==> config.mk <==
export PLATFORM = sky130hd
export DESIGN_NAME = puf_capture_ctrl
export DESIGN_NICKNAME = d
export VERILOG_FILES = /design/src/rtl/puf_pkg.sv /design/src/rtl/strobe_sync.sv /design/src/rtl/puf_capture_ctrl.sv
export SDC_FILE = /design/constraint.sdc
export NUM_CORES = 1
export LEC_CHECK = 0
export ABC_AREA = 1
export BUFFER_PORTS_ARGS = -buffer_cell sky130_fd_sc_hd__buf_2
export CORE_UTILIZATION = 26
export DETAILED_ROUTE_END_ITERATION = 12
export GPL_ROUTABILITY_DRIVEN = 0
export PLACE_DENSITY = 0.49
export SYNTH_ARGS = -nofsm -noshare
export SYNTH_HDL_FRONTEND = slang
export SYNTH_SLANG_ARGS = --single-unit
==> constraint.sdc <==
create_clock -name clk -period 1.9 [get_ports clk]
set_clock_uncertainty 0.2 [all_clocks]
set_input_delay 0.19 -clock clk [delete_from_list [all_inputs] [get_ports clk]]
set_output_delay 0.19 -clock clk [all_outputs]
set_load 0.005 [all_outputs]
==> src/rtl/puf_pkg.sv <==
// puf_pkg: shared definitions for the SRAM-PUF capture controller.
//   - Default widths and frame depth for the uprocessor-to-ram1 capture path.
//   - Controller state encoding.
package puf_pkg;

  localparam int DEF_DATA_W      = 8;
  localparam int DEF_ADDR_W      = 6;
  localparam int DEF_DEPTH       = 64;
  localparam int DEF_TIMEOUT_CYC = 50000;

  typedef enum logic [1:0] {
    IDLE    = 2'd0,
    CAPTURE = 2'd1,
    DONE    = 2'd2,
    ERROR   = 2'd3
  } state_e;

endpackage

==> src/rtl/strobe_sync.sv <==
// strobe_sync: brings the asynchronous uprocessor byte strobe into clk.
//   clk          in  system clock
//   rst          in  synchronous active-high reset
//   strobe_async in  asynchronous byte strobe (one rising edge per byte)
//   din_async    in  byte from the uprocessor, stable around the strobe edge
//   stb          out one-cycle pulse per strobe rising edge
//   din_s        out byte delayed to line up with stb
module strobe_sync
  import puf_pkg::*;
#(
  parameter int DATA_W = DEF_DATA_W
) (
  input  logic              clk,
  input  logic              rst,
  input  logic              strobe_async,
  input  logic [DATA_W-1:0] din_async,
  output logic              stb,
  output logic [DATA_W-1:0] din_s
);

  logic              sync1_q;
  logic              sync2_q;
  logic              sync3_q;
  logic [DATA_W-1:0] din1_q;
  logic [DATA_W-1:0] din2_q;

  always_ff @(posedge clk) begin
    if (rst) begin
      sync1_q <= 1'b0;
      sync2_q <= 1'b0;
      sync3_q <= 1'b0;
      din1_q  <= '0;
      din2_q  <= '0;
    end else begin
      sync1_q <= strobe_async;
      sync2_q <= sync1_q;
      sync3_q <= sync2_q;
      // Data takes the same two stages as the strobe, so din_s is the byte
      // that was on the pins when the edge was first sampled.
      din1_q  <= din_async;
      din2_q  <= din1_q;
    end
  end

  assign stb   = sync2_q & ~sync3_q;
  assign din_s = din2_q;

endmodule

==> src/rtl/puf_capture_ctrl.sv <==
// puf_capture_ctrl: captures one frame of the SRAM-PUF dump into ram1 and
// shares the single RAM port with a readout requester.
//   clk, rst            system clock, synchronous active-high reset
//   uprocessor_din/clk  byte and asynchronous byte strobe from the uprocessor
//   arm                 1-cycle pulse, starts or restarts a frame capture
//   rd_req/rd_addr      readout request (held until granted) and address
//   rd_gnt              readout granted this cycle
//   rd_valid/rd_data    read data, one cycle after rd_gnt
//   ram_addr/data/wren  ram1 write/read port; ram_q is ram1 registered output
//   busy, done          capturing / full frame stored
//   err_timeout         frame aborted, strobe stream stalled mid-frame
//   overflow            strobe arrived after the frame was complete
//   byte_cnt            bytes written in the current frame (0..DEPTH)
module puf_capture_ctrl
  import puf_pkg::*;
#(
  parameter int DATA_W      = DEF_DATA_W,
  parameter int ADDR_W      = DEF_ADDR_W,
  parameter int DEPTH       = DEF_DEPTH,
  parameter int TIMEOUT_CYC = DEF_TIMEOUT_CYC
) (
  input  logic              clk,
  input  logic              rst,
  input  logic [DATA_W-1:0] uprocessor_din,
  input  logic              uprocessor_clk,
  input  logic              arm,
  input  logic              rd_req,
  input  logic [ADDR_W-1:0] rd_addr,
  output logic              rd_gnt,
  output logic              rd_valid,
  output logic [DATA_W-1:0] rd_data,
  output logic [ADDR_W-1:0] ram_addr,
  output logic [DATA_W-1:0] ram_data,
  output logic              ram_wren,
  input  logic [DATA_W-1:0] ram_q,
  output logic              busy,
  output logic              done,
  output logic              err_timeout,
  output logic              overflow,
  output logic [ADDR_W:0]   byte_cnt
);

  localparam int TMR_W = $clog2(TIMEOUT_CYC + 1);
  localparam logic [TMR_W-1:0]  TMR_LAST = TMR_W'(TIMEOUT_CYC - 1);
  localparam logic [TMR_W-1:0]  TMR_ONE  = TMR_W'(1);
  localparam logic [ADDR_W:0]   CNT_LAST = (ADDR_W + 1)'(DEPTH - 1);
  localparam logic [ADDR_W:0]   CNT_ONE  = (ADDR_W + 1)'(1);

  logic              stb;
  logic [DATA_W-1:0] din_s;

  state_e            state_q;
  logic [ADDR_W:0]   byte_cnt_q;
  logic [TMR_W-1:0]  timer_q;
  logic [ADDR_W-1:0] ram_addr_q;
  logic [DATA_W-1:0] ram_data_q;
  logic              ram_wren_q;
  logic              rd_valid_q;
  logic              done_q;
  logic              err_q;
  logic              ovf_q;
  logic [ADDR_W-1:0] wr_ptr;

  strobe_sync #(.DATA_W(DATA_W)) u_strobe_sync (
    .clk          (clk),
    .rst          (rst),
    .strobe_async (uprocessor_clk),
    .din_async    (uprocessor_din),
    .stb          (stb),
    .din_s        (din_s)
  );

  // The write pointer is the low bits of the byte count; it never wraps
  // because no writes are issued once the count reaches DEPTH.
  assign wr_ptr = byte_cnt_q[ADDR_W-1:0];

  // A registered write owns the RAM port this cycle; reads are also held off
  // for the whole capture so the frame streams in undisturbed.
  assign rd_gnt = rd_req & ~ram_wren_q & (state_q != CAPTURE) & ~rst;

  always_ff @(posedge clk) begin
    if (rst) begin
      state_q    <= IDLE;
      byte_cnt_q <= '0;
      timer_q    <= '0;
      ram_addr_q <= '0;
      ram_data_q <= '0;
      ram_wren_q <= 1'b0;
      rd_valid_q <= 1'b0;
      done_q     <= 1'b0;
      err_q      <= 1'b0;
      ovf_q      <= 1'b0;
    end else begin
      ram_wren_q <= 1'b0;
      rd_valid_q <= rd_gnt;
      // Remember the granted read address so ram_addr holds it afterwards.
      if (rd_gnt) begin
        ram_addr_q <= rd_addr;
      end
      if (arm) begin
        // arm beats a coincident strobe: that byte is dropped.
        state_q    <= CAPTURE;
        byte_cnt_q <= '0;
        timer_q    <= '0;
        done_q     <= 1'b0;
        err_q      <= 1'b0;
        ovf_q      <= 1'b0;
      end else begin
        case (state_q)
          CAPTURE: begin
            if (stb) begin
              ram_wren_q <= 1'b1;
              ram_addr_q <= wr_ptr;
              ram_data_q <= din_s;
              byte_cnt_q <= byte_cnt_q + CNT_ONE;
              timer_q    <= '0;
              if (byte_cnt_q == CNT_LAST) begin
                state_q <= DONE;
                done_q  <= 1'b1;
              end
            end else if (byte_cnt_q != '0) begin
              // Stall timer only runs once the first byte has landed.
              if (timer_q == TMR_LAST) begin
                state_q <= ERROR;
                err_q   <= 1'b1;
              end else begin
                timer_q <= timer_q + TMR_ONE;
              end
            end
          end
          DONE: begin
            if (stb) begin
              ovf_q <= 1'b1;
            end
          end
          default: begin
          end
        endcase
      end
    end
  end

  assign ram_addr    = rd_gnt ? rd_addr : ram_addr_q;
  assign ram_data    = ram_data_q;
  assign ram_wren    = ram_wren_q;
  assign rd_valid    = rd_valid_q;
  assign rd_data     = rd_valid_q ? ram_q : '0;
  assign busy        = (state_q == CAPTURE);
  assign done        = done_q;
  assign err_timeout = err_q;
  assign overflow    = ovf_q;
  assign byte_cnt    = byte_cnt_q;

endmodule

# After elaboration in Yosys (flattened, before gate mapping)
# Index checks and enable logic that the tools add are counted.
# word_totals
reg_bits,63
input_bits,27
out_inout_bits,36
word_cells,67
# op_classes
addsub,2
n_eq_ne,8
n_mux,15
n_bitwise,10
reduce_logical,16
# op_table
operator,count
2-to-1 mux 16 bit,3
2-to-1 mux 6 bit,4
"adder 16 x 1 -> 16 bit, second input constant",1
"== test 16 bit, second input constant",1
AND reduction 4 bit,3
AND reduction 3 bit,3
2-to-1 mux 2 bit,4
2-to-1 mux 8 bit,1
"adder 7 x 1 -> 7 bit, second input constant",1
"== test 7 x 6 -> 1 bit, second input constant",1
nonzero test 7 bit,1
NOT 1 bit,6
nonzero test 2 bit,3
nonzero test 3 bit,2
bitwise AND 1 bit,4
"inequality test 2 x 1 -> 1 bit, second input constant",2
AND reduction 2 bit,2
2-to-1 mux 1 bit,3
"inequality test 3 x 2 -> 1 bit, second input constant",1
OR reduction 3 bit,1
"== test 2 x 1 -> 1 bit, second input constant",1
"== test 2 bit, second input constant",1
"inequality test 2 bit, second input constant",1
OR reduction 2 bit,1

# Logic depth before layout (Yosys ltp)
# Gate-level depths: netlist of run 1.
# depth
depth_word,8
mapped_depth,11
depth_no_buf,11

# By module
# A second synthesis of run 1 with hierarchy kept.
# unflattened
hier_cells,414
hier_area_um2,2850.2
# by_module_without_submodules
module,n_inst,cells_per_inst,area_per_inst_um2,seq_area_each_um2
puf_capture_ctrl,1,354,2297.2,880.8
strobe_sync,1,60,553.0,380.4

# Worst setup path before layout of run 1
# OpenSTA, ideal clock, no wires.
# synth_timing
path_kind,reg2reg
start,register timer_q[0]
end,register timer_q[14]
arrival_time_ps,1339
t_required_ps,1570
path_slack_ps,231
stages_incl_launch_ff,12
path_buffers,1
synth_period_minus_slack_ps,1669
path_cell_list,dfxtp_1 ha_1 nand2_2 clkinv_1 nand2_1 nor2_2 nand3_4 nand2_4 buf_8 nor2_1 nor2_1 nor2_1
# synth_between
elab_chain_len,4
word_cells_on_any_way,7
classes_between,add/sub (1); eq/ne (2); mux (3); reduce/logical (1)
# synth_rtl
element,line,rtl
start: declaration,puf_capture_ctrl.sv:54,logic [TMR_W-1:0] timer_q;
start signal: assignment,puf_capture_ctrl.sv:127,timer_q <= timer_q + TMR_ONE;
adder 16 x 1 -> 16 bit,puf_capture_ctrl.sv:127,
2-to-1 mux 16 bit,puf_capture_ctrl.sv:123,if (timer_q == TMR_LAST) begin
2-to-1 mux 16 bit,puf_capture_ctrl.sv:121,end else if (byte_cnt_q != '0) begin
2-to-1 mux 16 bit,puf_capture_ctrl.sv:111,if (stb) begin
# Several ways; a longest one is shown, not always the timed one. The select of a mux whose other input is x is not followed.
# A chain may end at the register's enable or synchronous reset.

# Final worst setup path of run 1
# layout_timing
start,input port rst
end,register byte_cnt_q[2] (netlist: byte_cnt[2])
# layout_between
elab_chain_len,1
# layout_rtl
element,line,rtl
start: declaration,puf_capture_ctrl.sv:23,"input logic rst,"
OR reduction 2 bit (no source line),--,
end signal: assignment,puf_capture_ctrl.sv:115,byte_cnt_q <= byte_cnt_q + CNT_ONE;
end: declaration,puf_capture_ctrl.sv:53,logic [ADDR_W:0] byte_cnt_q;
# No other way between the ends.

==> results of run 1 <==
state kept, by name, indices dropped and copies added (netlist names), 2 cells and up:
signal,flops
timer_q,16
ram_data,8
u_strobe_sync.din1_q,8
u_strobe_sync.din_s,8
byte_cnt,7
ram_addr_q,6
state_q,2
stage by stage:
| stage | utilization, % | setup TNS (ns) | setup WS, ns |
|---|---|---|---|
| final | 35.78 | 0 | 0.06110 |
| after global routing | 35.78 | -0.01626 | -0.01020 |
| after CTS | 35.39 | 0 | 0.02291 |
| after detailed placement | 32.32 | 0 | 0.04115 |
| after global placement | 32.32 | 0 | 0.08308 |
| after floorplan | - | 0 | 0.2313 |
layout make-up:
type	instances	area [sq um]	area share [%]
multi-input combinational	271	1318	35.19
sequential	63	1265	33.79
timing repair buffer	87	531.8	14.20
inverter	74	280.3	7.487
tap	136	170.2	4.545
clock buffer	9	123.9	3.309
clock inverter	7	55.05	1.471
cell families after synthesis:
| logic type | share of synthesized area (%) |
|---|---|
| DFF | 44.33 |
| xor gates and xnor gates | 0.9237 |
| adders and majority gates | 1.319 |
| AOI/OAI and AO/OA | 6.068 |
| buffers and inverters | 10.95 |
| and+or+nand+nor | 36.41 |
synthesized netlist by cell type, drive strengths merged (2+ instances only):
cell type | n | area [sq um]
inv | 73 | 274.0
clkbuf | 5 | 18.77
o22ai | 5 | 31.28
ha | 3 | 37.54
nor3 | 6 | 46.30
dfxtp | 63 | 1261
xor2 | 2 | 17.52
nand2 | 93 | 369.1
o21ai | 9 | 45.04
nand3 | 33 | 177.7
a21oi | 15 | 90.08
nand4 | 7 | 43.79
and2 | 6 | 37.54
nor2 | 90 | 361.6
final timing paths:
| path | startpoint | end |
|---|---|---|
| hold / removal | rd_addr[1] | ram_addr_q[1] |
| setup reg to reg | timer_q[1] | timer_q[11] |
| hold reg to reg | u_strobe_sync.din1_q[6] | u_strobe_sync.din_s[6] |
| setup / recovery | rst | byte_cnt[2] |
report_power, final:
group	internal [mW]	switching, mW
Sequential	1.35	0.0108
Combinational	0.0925	0.100
Clock	0.486	0.575
Total	1.93	0.686
repair_timing:
action,CTS,global route
setup buffers,1,0
pin swaps,1,3
hold buffers,12,0
endpoints found under the setup margin,6,21
hold endpoints to repair,16,0
resized for setup,4,17
critical path: stages:
cell and delay, ns:
sky130_fd_sc_hd__buf_2 0.12, sky130_fd_sc_hd__dlygate4sd3_1 0.58, sky130_fd_sc_hd__nor2_2 0.26, sky130_fd_sc_hd__dlygate4sd3_1 0.61, sky130_fd_sc_hd__nand2_1 0.05, sky130_fd_sc_hd__a21oi_1 0.10
metal layers:
layer | GRT usage, % | vias up | wire [microns]
met5 | 0 | - | 0
met2 | 20.46 | 62 | 3261
met1 | 14.90 | 1219 | 3168
li1 | - | 1461 | -
met4 | 6.458 | 0 | 76
met3 | 2.979 | 4 | 330
cell usage in the layout (no fill, tap or decap), types with 2 or more instances in the layout:
cell	count
sky130_fd_sc_hd__a21oi_1	11
sky130_fd_sc_hd__a21oi_2	4
sky130_fd_sc_hd__and2_1	3
sky130_fd_sc_hd__and2_4	3
sky130_fd_sc_hd__buf_2	62
sky130_fd_sc_hd__buf_4	12
sky130_fd_sc_hd__clkbuf_8	9
sky130_fd_sc_hd__clkinvlp_4	2
sky130_fd_sc_hd__dfxtp_1	60
sky130_fd_sc_hd__dfxtp_2	3
sky130_fd_sc_hd__dlygate4sd3_1	12
sky130_fd_sc_hd__ha_1	3
sky130_fd_sc_hd__inv_1	64
sky130_fd_sc_hd__inv_2	8
sky130_fd_sc_hd__inv_6	3
sky130_fd_sc_hd__nand2_1	86
sky130_fd_sc_hd__nand2_2	6
sky130_fd_sc_hd__nand3_1	31
sky130_fd_sc_hd__nand3_4	2
sky130_fd_sc_hd__nand4_1	7
sky130_fd_sc_hd__nor2_1	84
sky130_fd_sc_hd__nor2_2	4
sky130_fd_sc_hd__nor3_1	4
sky130_fd_sc_hd__o21ai_0	7
sky130_fd_sc_hd__o22ai_1	5
sky130_fd_sc_hd__xor2_1	2
==> flow_metrics.py, run 1 <==
metrics = {
    "outcome": {
        "run_status": "finished clean",
    },
    "clock_tree": {
        "cts_root_buf": "sky130_fd_sc_hd__clkbuf_8",
        "tritoncts": "done",
        "clock_insertion_delay_worst_skew_ns": 0.34,
        "cts_buffer_depth": 2,
        "clk_pin_slew_ns": 0.08,
        "cts_sinks": 63,
        "cts_htree_levels": 3,
        "numCtsBuffers": 9,
    },
    "place": {
        "placement.cell_area_sq_um": 3382,
        "buffer_ports.inserted": 62,
        "place_inst": 618,
        "dp_hpwl_microns": 5077,
    },
    "setup_path": {
        "critical_path_class": "primary input to register",
        "cp-end-kind": "register",
        "cp.required_ns": 1.97,
        "r2r_slack_ns": 0.13,
        "worst-r2r-cell-count": 11,
        "timing.critical_path.arrival_ns": 1.91,
        "maximum_fanout_encountered_on_the_critical_timing_path": 7,
        "worstSetupStartpointType": "primary input",
    },
    "hold_path": {
        "min-delay-path-class": "primary input to register",
        "hold_path_depth": 4,
    },
    "synth": {
        "post_synth_num_cell_types": 28,
        "synth.cell_area_sq_um": 2845,
        "synth.yosys.seq_area_share_pct": 44.33,
        "synth-seq-cells": 63,
        "synthArstFlopShare_pct": 0,
        "syn-num-nets": 444,
        "syn_area_per_cell_sq_um": 6.873,
        "yosys_warnings": 0,
        "dominantRegCellSynth": "sky130_fd_sc_hd__dfxtp_1",
        "post_synth_inst_count": 414,
        "synth-edff-count": 0,
    },
    "sta": {
        "worst_slew_margin_rel_pct": 77.22,
        "tightest_slew_ns": 0.3405,
        "finalWorstPathRequiredPeriod_ns": 1.839,
        "report.final.hold_viol_count": 0,
        "finalSetupViolations": 0,
        "fmax_mhz": 543.8,
        "fin_worst_hold_slack_ns": 0.02859,
        "timing_max_transition_violations_final": 0,
        "finalCritPeriodShare_pct": 96.78,
    },
    "global_routing": {
        "grt_first_pass_wirelength_microns": 11150,
        "first_global_vias": 2478,
        "grt_usage_pct": 12.40,
        "grt_max_degree": 21,
        "antenna_found_initial": 0,
        "grt_remaining_overflow": 0,
    },
    "floorplanning": {
        "design.die.area_sq_um": 11370,
        "start_util_pct": 27.19,
        "fp-row-count": 37,
        "die_width_microns": 106.6,
        "io_pins": 63,
        "dieHeight_microns": 106.6,
        "core_area_sq_um": 10460,
    },
    "route": {
        "vias": 2746,
        "detail_route.first_pass.iterations": 4,
        "postRouteAntennaNets": 0,
        "vias_per_cell": 4.244,
        "avgRoutedWirePerCell_microns": 10.57,
        "finalWirelength_microns": 6836,
        "post-route-drc-count": 0,
        "initialDrtViolationCount": 97,
    },
    "power": {
        "max-vdd-ir-drop_mv": 0.2592,
        "power.static_leakage_nw": 1.780,
        "power-per-cell-area_nw_per_um2": 697.6,
        "total_power_mw": 2.612,
    },
    "cells_and_area": {
        "area.growth.synth_to_final_pct": 31.57,
        "stdcell_count": 647,
        "finish.instance_area_sq_um": 3744,
        "nets": 536,
        "antenna-diode-count": 0,
        "drive_above_1_share_pct": 25.05,
        "layout.filler_cells": 1167,
    },
    "job": {
        "cap_viol_max_count": 0,
    },
}
Power figures use the tool's default switching activity.
==> run 2: changes to the inputs <==
PLACE_DENSITY = 0.5   (was 0.49)
==> run 2 against run 1 <==
Fmax is 2.3% higher. Flip-flop and latch count stayed put. Total power is 11% higher. Routed wire length fell by 0.82%. Clock power grew 26%. Clock-buffer cell count unchanged. Combinational power is essentially flat. Non-clock buffer count shrank 3.
==> flow_metrics.py, run 2 (synthesized netlist as in run 1, its figures left out) <==
metrics = {
    "sta": {
        "finalSetupViolations": 0,
        "worst_slew_margin_rel_pct": 78.82,
        "report.final.hold_viol_count": 0,
        "finalCritPeriodShare_pct": 94.57,
        "unrepaired_setup_endpoints_after_global_routing": "yes",
        "timing_max_transition_violations_final": 0,
        "fmax_mhz": 556.5,
        "tightest_slew_ns": 0.3153,
        "finalWorstPathRequiredPeriod_ns": 1.797,
    },
    "setup_path": {
        "path_cells": "inv_2 > nor2_4 > inv_2 > nand3_4 > buf_6 > nand2_1 > and2_4 > inv_1 > buf_2",
        "cp.required_ns": 1.51,
        "maximum_fanout_encountered_on_the_critical_timing_path": 7,
        "timing.critical_path.arrival_ns": 1.41,
        "cp_num_cells": 9,
        "cp-end-kind": "primary output",
        "path_buf_inv": 5,
        "crit_path_frequent_cell": "sky130_fd_sc_hd__inv_2",
        "crit_path_top_delay_cell": "sky130_fd_sc_hd__dfxtp_2",
        "timing.critical_path.max_delay_family": "buffers and inverters",
        "worst-r2r-cell-count": 11,
        "critical-path-max-stage-delay_ns": 0.34,
        "worstSetupStartpointType": "register",
        "critical_path_class": "register to primary output",
    },
    "power": {
        "total_power_mw": 2.888,
        "power.static_leakage_nw": 1.797,
        "net_switching_power_mw": 0.6924,
        "intPower_mw": 2.196,
        "power-per-cell-area_nw_per_um2": 765.1,
        "swShare_pct": 23.98,
        "power.clock.fraction_pct": 46.2,
        "combPwrFrac_pct": 6.7,
        "power_frac_seq_pct": 47.0,
        "max-vdd-ir-drop_mv": 0.3073,
    },
    "floorplanning": {
        "dieHeight_microns": 106.6,
        "io_pins": 63,
        "design.die.area_sq_um": 11370,
        "start_util_pct": 27.19,
        "fp-row-count": 37,
        "core_area_sq_um": 10460,
        "die_width_microns": 106.6,
    },
    "global_routing": {
        "busiest_layer": "met2",
        "globalRouteMet3Util_pct": 3.647,
        "grt_util_met2_pct": 21.34,
        "grt_first_pass_wirelength_microns": 11390,
        "grt_usage_pct": 12.68,
        "grt_max_degree": 20,
        "antenna_found_initial": 0,
        "global_route.usage.met1_pct": 14.85,
        "first_global_vias": 2594,
        "grt_remaining_overflow": 0,
    },
    "hold_path": {
        "hold_path_depth": 4,
        "min-delay-path-class": "primary input to register",
    },
    "clock_tree": {
        "cts_htree_levels": 3,
        "numCtsBuffers": 9,
        "clock_insertion_delay_worst_skew_ns": 0.34,
        "cts_root_buf": "sky130_fd_sc_hd__clkbuf_8",
        "clk_pin_slew_ns": 0.07,
        "tritoncts": "done",
        "cts_buffer_depth": 2,
        "cts_sinks": 63,
    },
    "route": {
        "vias": 2734,
        "post-route-drc-count": 0,
        "detail_route.first_pass.iterations": 4,
        "postRouteAntennaNets": 0,
        "finalWirelength_microns": 6780,
        "initialDrtViolationCount": 140,
        "vias_per_cell": 4.245,
        "avgRoutedWirePerCell_microns": 10.53,
    },
    "outcome": {
        "run_status": "finished clean",
    },
    "place": {
        "placement.cell_area_sq_um": 3367,
        "dp_hpwl_microns": 5073,
        "place_inst": 616,
        "buffer_ports.inserted": 62,
    },
    "cells_and_area": {
        "layout.cells.most_common_list": "sky130_fd_sc_hd__nand2_1 (86), sky130_fd_sc_hd__nor2_1 (84), sky130_fd_sc_hd__inv_1 (65)",
        "area.growth.synth_to_final_pct": 32.67,
        "top_register": "timer_q",
        "largest_register_ffs": 16,
        "mostFrequentLayoutCell": "sky130_fd_sc_hd__nand2_1",
        "antenna-diode-count": 0,
        "finish.instance_area_sq_um": 3775,
        "stdcell_count": 644,
        "drive_above_1_share_pct": 25.00,
        "nets": 533,
    },
    "job": {
        "cap_viol_max_count": 0,
    },
}
-- run 2: worst reg2reg max path, delay by kind of cell (launching register included) --
family / cells / cell delay, ns
fa+ha+maj: 1 / 0.20
buf+inv: 2 / 0.24
flops: 1 / 0.37
simple gates: 8 / 0.66
-- run 2: stage by stage --
step / setup TNS [ns] / hold slack [ns] / utilization [%] / setup WS (ns)
6_report: 0 / 0.02078 / 36.08 / 0.1032
5_1_grt: -0.06345 / 0.01957 / 36.08 / -0.02109
4_1_cts: 0 / 0.02653 / 35.60 / 0.008026
3_5_place_dp: 0 / 0.1917 / 32.18 / 0.06754
3_3_place_gp: 0 / 0.1902 / 32.18 / 0.08903
2_1_floorplan: 0 / 0.09697 / - / 0.2313
-- run 2: final timing paths --
kind / startpoint / slack [ns] / endpoint
worst min register to register: u_strobe_sync.din1_q[1] / 0.20 / u_strobe_sync.din_s[1]
worst max-delay path: state_q[0] / 0.10 / ram_addr[1]
worst min-delay path: rd_addr[4] / 0.02 / ram_addr_q[4]
worst max register to register: timer_q[1] / 0.13 / timer_q[9]
-- run 2: what timing repair did --
item / in CTS / in global routing
hold endpoints to repair: 16 / 0
buffers inserted: 1 / 0
pin swaps: 1 / 1
resized for setup: 4 / 19
endpoints found under the setup margin: 6 / 22
hold buffers: 11 / 0
-- run 2: final cells by class --
type | instances | area (sq um)
Clock buffer | 9 | 123.9
Clock inverter | 7 | 102.6
Fill cell | 1155 | 6688
Inverter | 74 | 282.8
Multi-Input combinational cell | 271 | 1325
Sequential cell | 63 | 1264
Tap cell | 136 | 170.2
Timing Repair Buffer | 84 | 506.7
-- run 2: layer usage --
| layer | routed length [microns] | part of all wire (%) |
|---|---|---|
| met1 | 3049 | 45 |
| met2 | 3288 | 48 |
| met3 | 304 | 4.5 |
| met4 | 137 | 2.0 |
| met5 | 0 | 0 |
-- run 2: power groups by stage --
stage | sequential, mW | combinational [mW] | clock (mW)
2_1_floorplan | 1.39 | 0.0892 | 0
3_3_place_gp | 1.39 | 0.159 | 0
3_5_place_dp | 1.39 | 0.161 | 0
4_1_cts | 1.36 | 0.185 | 1.37
5_1_grt | 1.36 | 0.221 | 1.43
6_report | 1.36 | 0.194 | 1.34
